File: src/rtl/mac_serial_host.sv
// -----------------------------------------------------------------------------
// mac_serial_host
//
// Host-side driver for the MAC chip pin protocol. A parallel operand pair is
// taken over a valid/ready handshake, announced to the chip with a one-cycle
// START pulse, then shifted out LSB first on two serial pins. The block then
// waits for the chip's Finish pin and deserializes the RES_W-bit result
// (LSB first) plus the carry bit, reporting it with a one-cycle res_valid.
//
// Parameters:
//   OP_W     operand width / length of the serial operand burst
//   RES_W    result width / length of the serial result burst
//   TIMEOUT  max cycles spent waiting for Finish before aborting with res_err
//
// Ports:
//   clock, reset            system clock, synchronous active-high reset
//   op_valid/op_ready       operand handshake (ready only while idle)
//   op_a, op_b              operands
//   chip_start              -> chip io_in[11]  (START)
//   chip_ser_a, chip_ser_b  -> chip io_in[10], io_in[9]  (serial operands)
//   chip_finish             <- chip io_out[10] (Finish)
//   chip_ser_res            <- chip io_out[9]  (serial result)
//   chip_carry              <- chip io_out[11] (carry)
//   res_valid               one-cycle pulse, result fields valid
//   res_data, res_carry     result and carry, held until next res_valid
//   res_err                 1 = timeout or early Finish drop
//   res_parity              (only with MAC_HOST_PARITY_EN) XOR of {carry,data}
//   busy                    high whenever not idle
//
// Optional feature macro: MAC_HOST_PARITY_EN adds the res_parity output.
// -----------------------------------------------------------------------------
module mac_serial_host #(
  parameter int OP_W    = 8,
  parameter int RES_W   = 20,
  parameter int TIMEOUT = 1023
) (
  input  logic             clock,
  input  logic             reset,
  input  logic             op_valid,
  output logic             op_ready,
  input  logic [OP_W-1:0]  op_a,
  input  logic [OP_W-1:0]  op_b,
  output logic             chip_start,
  output logic             chip_ser_a,
  output logic             chip_ser_b,
  input  logic             chip_finish,
  input  logic             chip_ser_res,
  input  logic             chip_carry,
  output logic             res_valid,
  output logic [RES_W-1:0] res_data,
  output logic             res_carry,
  output logic             res_err,
`ifdef MAC_HOST_PARITY_EN
  output logic             res_parity,
`endif
  output logic             busy
);

  localparam logic [2:0] S_IDLE  = 3'd0;
  localparam logic [2:0] S_START = 3'd1;
  localparam logic [2:0] S_SHIFT = 3'd2;
  localparam logic [2:0] S_WAIT  = 3'd3;
  localparam logic [2:0] S_RECV  = 3'd4;
  localparam logic [2:0] S_DONE  = 3'd5;

  localparam int BIT_W = (OP_W > 1) ? $clog2(OP_W) : 1;
  localparam int IDX_W = (RES_W > 1) ? $clog2(RES_W) : 1;
  localparam int TO_W  = $clog2(TIMEOUT + 1);

  logic [2:0]       r_state;
  logic [OP_W-1:0]  r_sh_a;
  logic [OP_W-1:0]  r_sh_b;
  logic [BIT_W-1:0] r_bit;
  logic [IDX_W-1:0] r_idx;
  logic [TO_W-1:0]  r_to_cnt;
  logic             r_chip_start;
  logic             r_ser_a;
  logic             r_ser_b;

  // Result accumulation happens in r_acc*; the visible result registers are
  // only loaded on the transition into DONE so they stay stable otherwise.
  logic [RES_W-1:0] r_acc;
  logic             r_acc_carry;
  logic             r_res_valid;
  logic [RES_W-1:0] r_res_data;
  logic             r_res_carry;
  logic             r_res_err;

  logic [RES_W-1:0] w_acc_ins;

`ifdef MAC_HOST_PARITY_EN
  logic r_acc_par;
  logic r_res_par;
  logic w_par_ins;
  assign w_par_ins  = r_acc_par ^ chip_ser_res;
  assign res_parity = r_res_par;
`endif

  // Accumulator with the current serial bit dropped into slot r_idx; used
  // both for the running value and for the final bit of the burst.
  always_comb begin
    w_acc_ins        = r_acc;
    w_acc_ins[r_idx] = chip_ser_res;
  end

  always_ff @(posedge clock) begin
    r_res_valid <= 1'b0;
    if (reset) begin
      r_state      <= S_IDLE;
      r_sh_a       <= '0;
      r_sh_b       <= '0;
      r_bit        <= '0;
      r_idx        <= '0;
      r_to_cnt     <= '0;
      r_chip_start <= 1'b0;
      r_ser_a      <= 1'b0;
      r_ser_b      <= 1'b0;
      r_acc        <= '0;
      r_acc_carry  <= 1'b0;
      r_res_data   <= '0;
      r_res_carry  <= 1'b0;
      r_res_err    <= 1'b0;
`ifdef MAC_HOST_PARITY_EN
      r_acc_par    <= 1'b0;
      r_res_par    <= 1'b0;
`endif
    end else begin
      case (r_state)
        S_IDLE: begin
          if (op_valid) begin
            r_sh_a       <= op_a;
            r_sh_b       <= op_b;
            r_acc        <= '0;
            r_acc_carry  <= 1'b0;
`ifdef MAC_HOST_PARITY_EN
            r_acc_par    <= 1'b0;
`endif
            r_chip_start <= 1'b1;
            r_state      <= S_START;
          end
        end

        S_START: begin
          // Present bit 0 for the first SHIFT cycle.
          r_chip_start <= 1'b0;
          r_ser_a      <= r_sh_a[0];
          r_ser_b      <= r_sh_b[0];
          r_sh_a       <= r_sh_a >> 1;
          r_sh_b       <= r_sh_b >> 1;
          r_bit        <= '0;
          r_state      <= S_SHIFT;
        end

        S_SHIFT: begin
          if (r_bit == BIT_W'(OP_W - 1)) begin
            r_ser_a  <= 1'b0;
            r_ser_b  <= 1'b0;
            r_to_cnt <= '0;
            r_state  <= S_WAIT;
          end else begin
            r_ser_a <= r_sh_a[0];
            r_ser_b <= r_sh_b[0];
            r_sh_a  <= r_sh_a >> 1;
            r_sh_b  <= r_sh_b >> 1;
            r_bit   <= r_bit + BIT_W'(1);
          end
        end

        S_WAIT: begin
          // Finish is checked first so a Finish on the last allowed cycle
          // still wins over the timeout.
          if (chip_finish) begin
            r_acc       <= {{(RES_W-1){1'b0}}, chip_ser_res};
            r_acc_carry <= chip_carry;
`ifdef MAC_HOST_PARITY_EN
            r_acc_par   <= chip_carry ^ chip_ser_res;
`endif
            r_idx       <= IDX_W'(1);
            r_state     <= S_RECV;
          end else if (r_to_cnt == TO_W'(TIMEOUT - 1)) begin
            r_res_data  <= '0;
            r_res_carry <= 1'b0;
            r_res_err   <= 1'b1;
`ifdef MAC_HOST_PARITY_EN
            r_res_par   <= 1'b0;
`endif
            r_res_valid <= 1'b1;
            r_state     <= S_DONE;
          end else begin
            r_to_cnt <= r_to_cnt + TO_W'(1);
          end
        end

        S_RECV: begin
          if (chip_finish) begin
            if (r_idx == IDX_W'(RES_W - 1)) begin
              r_res_data  <= w_acc_ins;
              r_res_carry <= r_acc_carry;
              r_res_err   <= 1'b0;
`ifdef MAC_HOST_PARITY_EN
              r_res_par   <= w_par_ins;
`endif
              r_res_valid <= 1'b1;
              r_state     <= S_DONE;
            end else begin
              r_acc     <= w_acc_ins;
`ifdef MAC_HOST_PARITY_EN
              r_acc_par <= w_par_ins;
`endif
              r_idx     <= r_idx + IDX_W'(1);
            end
          end else begin
            // Finish dropped early: report what arrived, flagged as error.
            r_res_data  <= r_acc;
            r_res_carry <= r_acc_carry;
            r_res_err   <= 1'b1;
`ifdef MAC_HOST_PARITY_EN
            r_res_par   <= r_acc_par;
`endif
            r_res_valid <= 1'b1;
            r_state     <= S_DONE;
          end
        end

        S_DONE: begin
          r_state <= S_IDLE;
        end

        default: begin
          r_state <= S_IDLE;
        end
      endcase
    end
  end

  assign op_ready   = (r_state == S_IDLE);
  assign busy       = (r_state != S_IDLE);
  assign chip_start = r_chip_start;
  assign chip_ser_a = r_ser_a;
  assign chip_ser_b = r_ser_b;
  assign res_valid  = r_res_valid;
  assign res_data   = r_res_data;
  assign res_carry  = r_res_carry;
  assign res_err    = r_res_err;

endmodule
File: config.mk
export PLATFORM = sky130hd
export DESIGN_NAME = mac_serial_host
export DESIGN_NICKNAME = d
export VERILOG_FILES = /design/src/rtl/mac_serial_host.sv
export SDC_FILE = /design/constraint.sdc
export NUM_CORES = 1
export LEC_CHECK = 0
export CAP_MARGIN = 20
export CORE_MARGIN = 4
export CORE_UTILIZATION = 40
export CTS_CLUSTER_DIAMETER = 50
export DETAILED_ROUTE_END_ITERATION = 10
export PLACE_DENSITY = 0.7
export SLEW_MARGIN = 15
export SYNTH_ARGS = -nofsm -noshare
export SYNTH_HDL_FRONTEND = slang
export SYNTH_SLANG_ARGS = --single-unit
File: constraint.sdc
create_clock -name clock -period 3.6 [get_ports clock]
set_input_delay 0.72 -clock clock [delete_from_list [all_inputs] [get_ports clock]]
set_output_delay 0.72 -clock clock [all_outputs]
set_load 0.02 [all_outputs]
==> flow_summary.ini <==
[yosys]
async_flop_share_pct = 0
synth_fa_ha_area_share_pct = 2.22
synth.ff_latch_count = 84
synth_cell_types = 59
syn_nets = 564
yosys.area_share.simple_pct = 22.3
synth_area_um2 = 4510
synthMuxAreaShare_pct = 9.81
synth_edf_count = 0
synth-compound-area-share_pct = 21.3
synth-xor-area-share_pct = 0.194
synth_top_family_by_area = simple AND/OR/NAND/NOR gates
netlist_instances = 534
postSynthAreaPerCell_um2 = 8.45
synthFlopType = dfxtp_1
yosys_warnings = 0
yosysSeqAreaShare_pct = 37.3

[sta]
min_period_over_period_pct = 75.9
rsz0062_at_grt = no
fin_setup_tns_ps = 0
fmax_mhz = 366
skew_ps = 9.86
fin_ws_ps = 866
slew_viol_final = 0
fin_crit_ps = 2730
hold_viol_final = 0
setup_viol = 0
slew_headroom_pct = 38.7
holdWs_ps = 450
tightest_slew_ps = 917

[place]
portBuffers = 49
place_ws_ps = 969
gp_congestion = 0.845
dpl_cell_area_um2 = 5050
dp_hpwl_um = 7420

[finish]
final_cell_area_um2 = 5390
drive_gt1_share_pct = 7.64
antenna_cells = 0
nets = 588
syn_to_final_growth_pct = 19.5

[clock_tree]
cts_resized = 0
tritoncts = yes
cts_setup_buffers = 0
clkSlewWorstSetupHoldPaths_ps = 60
cts-root-buf = clkbuf_16
ctsHoldBuffers = 0
cts_max_level = 3
clockBufferDepth = 2
cts_inserted_buffers = 9
clock_sinks = 84
clk_latency_ps = 340

[pwr]
powerDensity_nw_per_um2 = 418
pwr-share-clk_pct = 44.7
p_seq_share_pct = 43.8
p_comb_share_pct = 11.4
peakVddDrop_mv = 0.220
switching_share_pct = 24.9
power_switching_mw = 0.561
p_int_mw = 1.69
power_leakage_nw = 1.97

[route]
antenna_left = 0
detail_route.wirelength_um = 10900
firstDrtPassIters = 5
wl_per_cell_um = 15.6
drt_drc_violations_left = 0
via_per_inst = 5.62
vias = 3953
drt_iter0_markers = 339

[die]
floorplan.initialDensity_pct = 41.3
die_y_um = 114
die_w_um = 114
row_count = 38
ioPinCount = 50
core_area_um2 = 10900
die_area_um2 = 13000

[setup_path]
worstSetupEndpointType = primary output
start_kind = flip-flop
required_ps = 2880
arrival_ps = 2010
critPathKind = flip-flop to primary output
cp_max_fo = 13

[grt]
antenna_found_initial = 0
grtUsageTotal_pct = 17.6
grt_pass1_vias = 4022
grt_max_degree = 41
grt_overflow = 0
grt_pass1_wl_um = 18800

[min_path]
hold_class = flip-flop to flip-flop

[job]
max_cap_viol_count = 0

[outcome]
status = complete, no violations
Yosys cell counts, types with 14 or more instances:
library cell	instances	area (um2)
and3_1	17	106
nor2_1	32	120
inv_1	29	109
a21oi_1	31	155
a22oi_1	21	158
dfxtp_1	84	1680
a211oi_1	18	135
o22ai_1	19	119
clkbuf_1	35	131
nand2b_1	19	119
nand2_1	29	109
mux2i_1	33	330
o21ai_1	14	70.1
path summary, 6_finish.rpt:
path                                  from          end  slack (ps)  depth (start not counted)
worst min-delay path              r_acc[3]     r_acc[3]         450                          2
worst max-delay path            r_state[0]     op_ready         870                          4
worst max register to register  r_state[1]  res_data[9]         990                          5
worst min register to register    r_acc[3]     r_acc[3]         450                          2
critical path, stage by stage (launching register included):
cell and delay (ps):
dfxtp_1 400, buf_4 230, or3_1 370, inv_1 70, clkdlybuf4s50_1 600
through the flow:
| stage | utilization, % | cells | total power, mW |
|---|---|---|---|
| after floorplan | - | 534 | 1.19 |
| after global placement | 46.2 | 686 | 1.26 |
| after detailed placement | 46.2 | 686 | 1.27 |
| after CTS | 49.2 | 702 | 2.27 |
| after global routing | 49.3 | 703 | 2.34 |
| final | 49.3 | 703 | 2.25 |
registers in the layout, indices dropped and copies added (netlist names), 3 cells and up:
name	flops
r_acc	20
r_bit	3
r_idx	5
r_sh_a	8
r_sh_b	8
r_state	3
r_to_cnt	10
res_data	20
cell type report:
type / instances / area [um2]
Inverter: 29 / 109
Timing Repair Buffer: 60 / 566
Clock buffer: 9 / 225
Multi-Input combinational cell: 374 / 2540
Fill cell: 1075 / 5540
Tap cell: 140 / 175
Clock inverter: 7 / 97.6
Sequential cell: 84 / 1680
power by group through the flow:
| stage | Sequential [mW] | Clock, mW | Combinational (mW) |
|---|---|---|---|
| 4_1_cts | 0.988 | 1.03 | 0.258 |
| 2_1_floorplan | 0.999 | 0 | 0.191 |
| 3_3_place_gp | 1.01 | 0 | 0.249 |
| 3_5_place_dp | 1.01 | 0 | 0.257 |
| 6_report | 0.988 | 1.01 | 0.257 |
| 5_1_grt | 0.993 | 1.06 | 0.286 |
cell usage in the layout, fill, tap and decap left out, types with 7 or more instances in the layout:
master            n
a211oi_1         18
a21oi_1          31
a22oi_1          21
and3_1           17
buf_4            10
clkbuf_16         9
clkdlybuf4s50_1  48
dfxtp_1          84
ha_1              8
inv_1            29
mux2i_1          33
nand2_1          29
nand2b_1         19
nand3_1          10
nor2_1           32
nor2b_1          12
nor3_1            7
o21ai_0          13
o21ai_1          14
o22ai_1          19
layer usage:
layer	vias up	global-route usage, %	wire length (um)
li1	1977	-	-
met1	1869	21.4	4790
met2	94	30.3	5430
met3	13	3.65	519
met4	0	6.89	205
met5	-	0	0
cell families (layout without fill, tap and decap cells):
kind of cell	after synthesis	in the layout
mux	42	42
simple gates	174	174
fa+ha+maj	8	8
compound gates	149	149
flops	84	84
buf+inv	76	105
xor+xnor	1	1
Note: power is estimated with default switching activity, not from simulation.
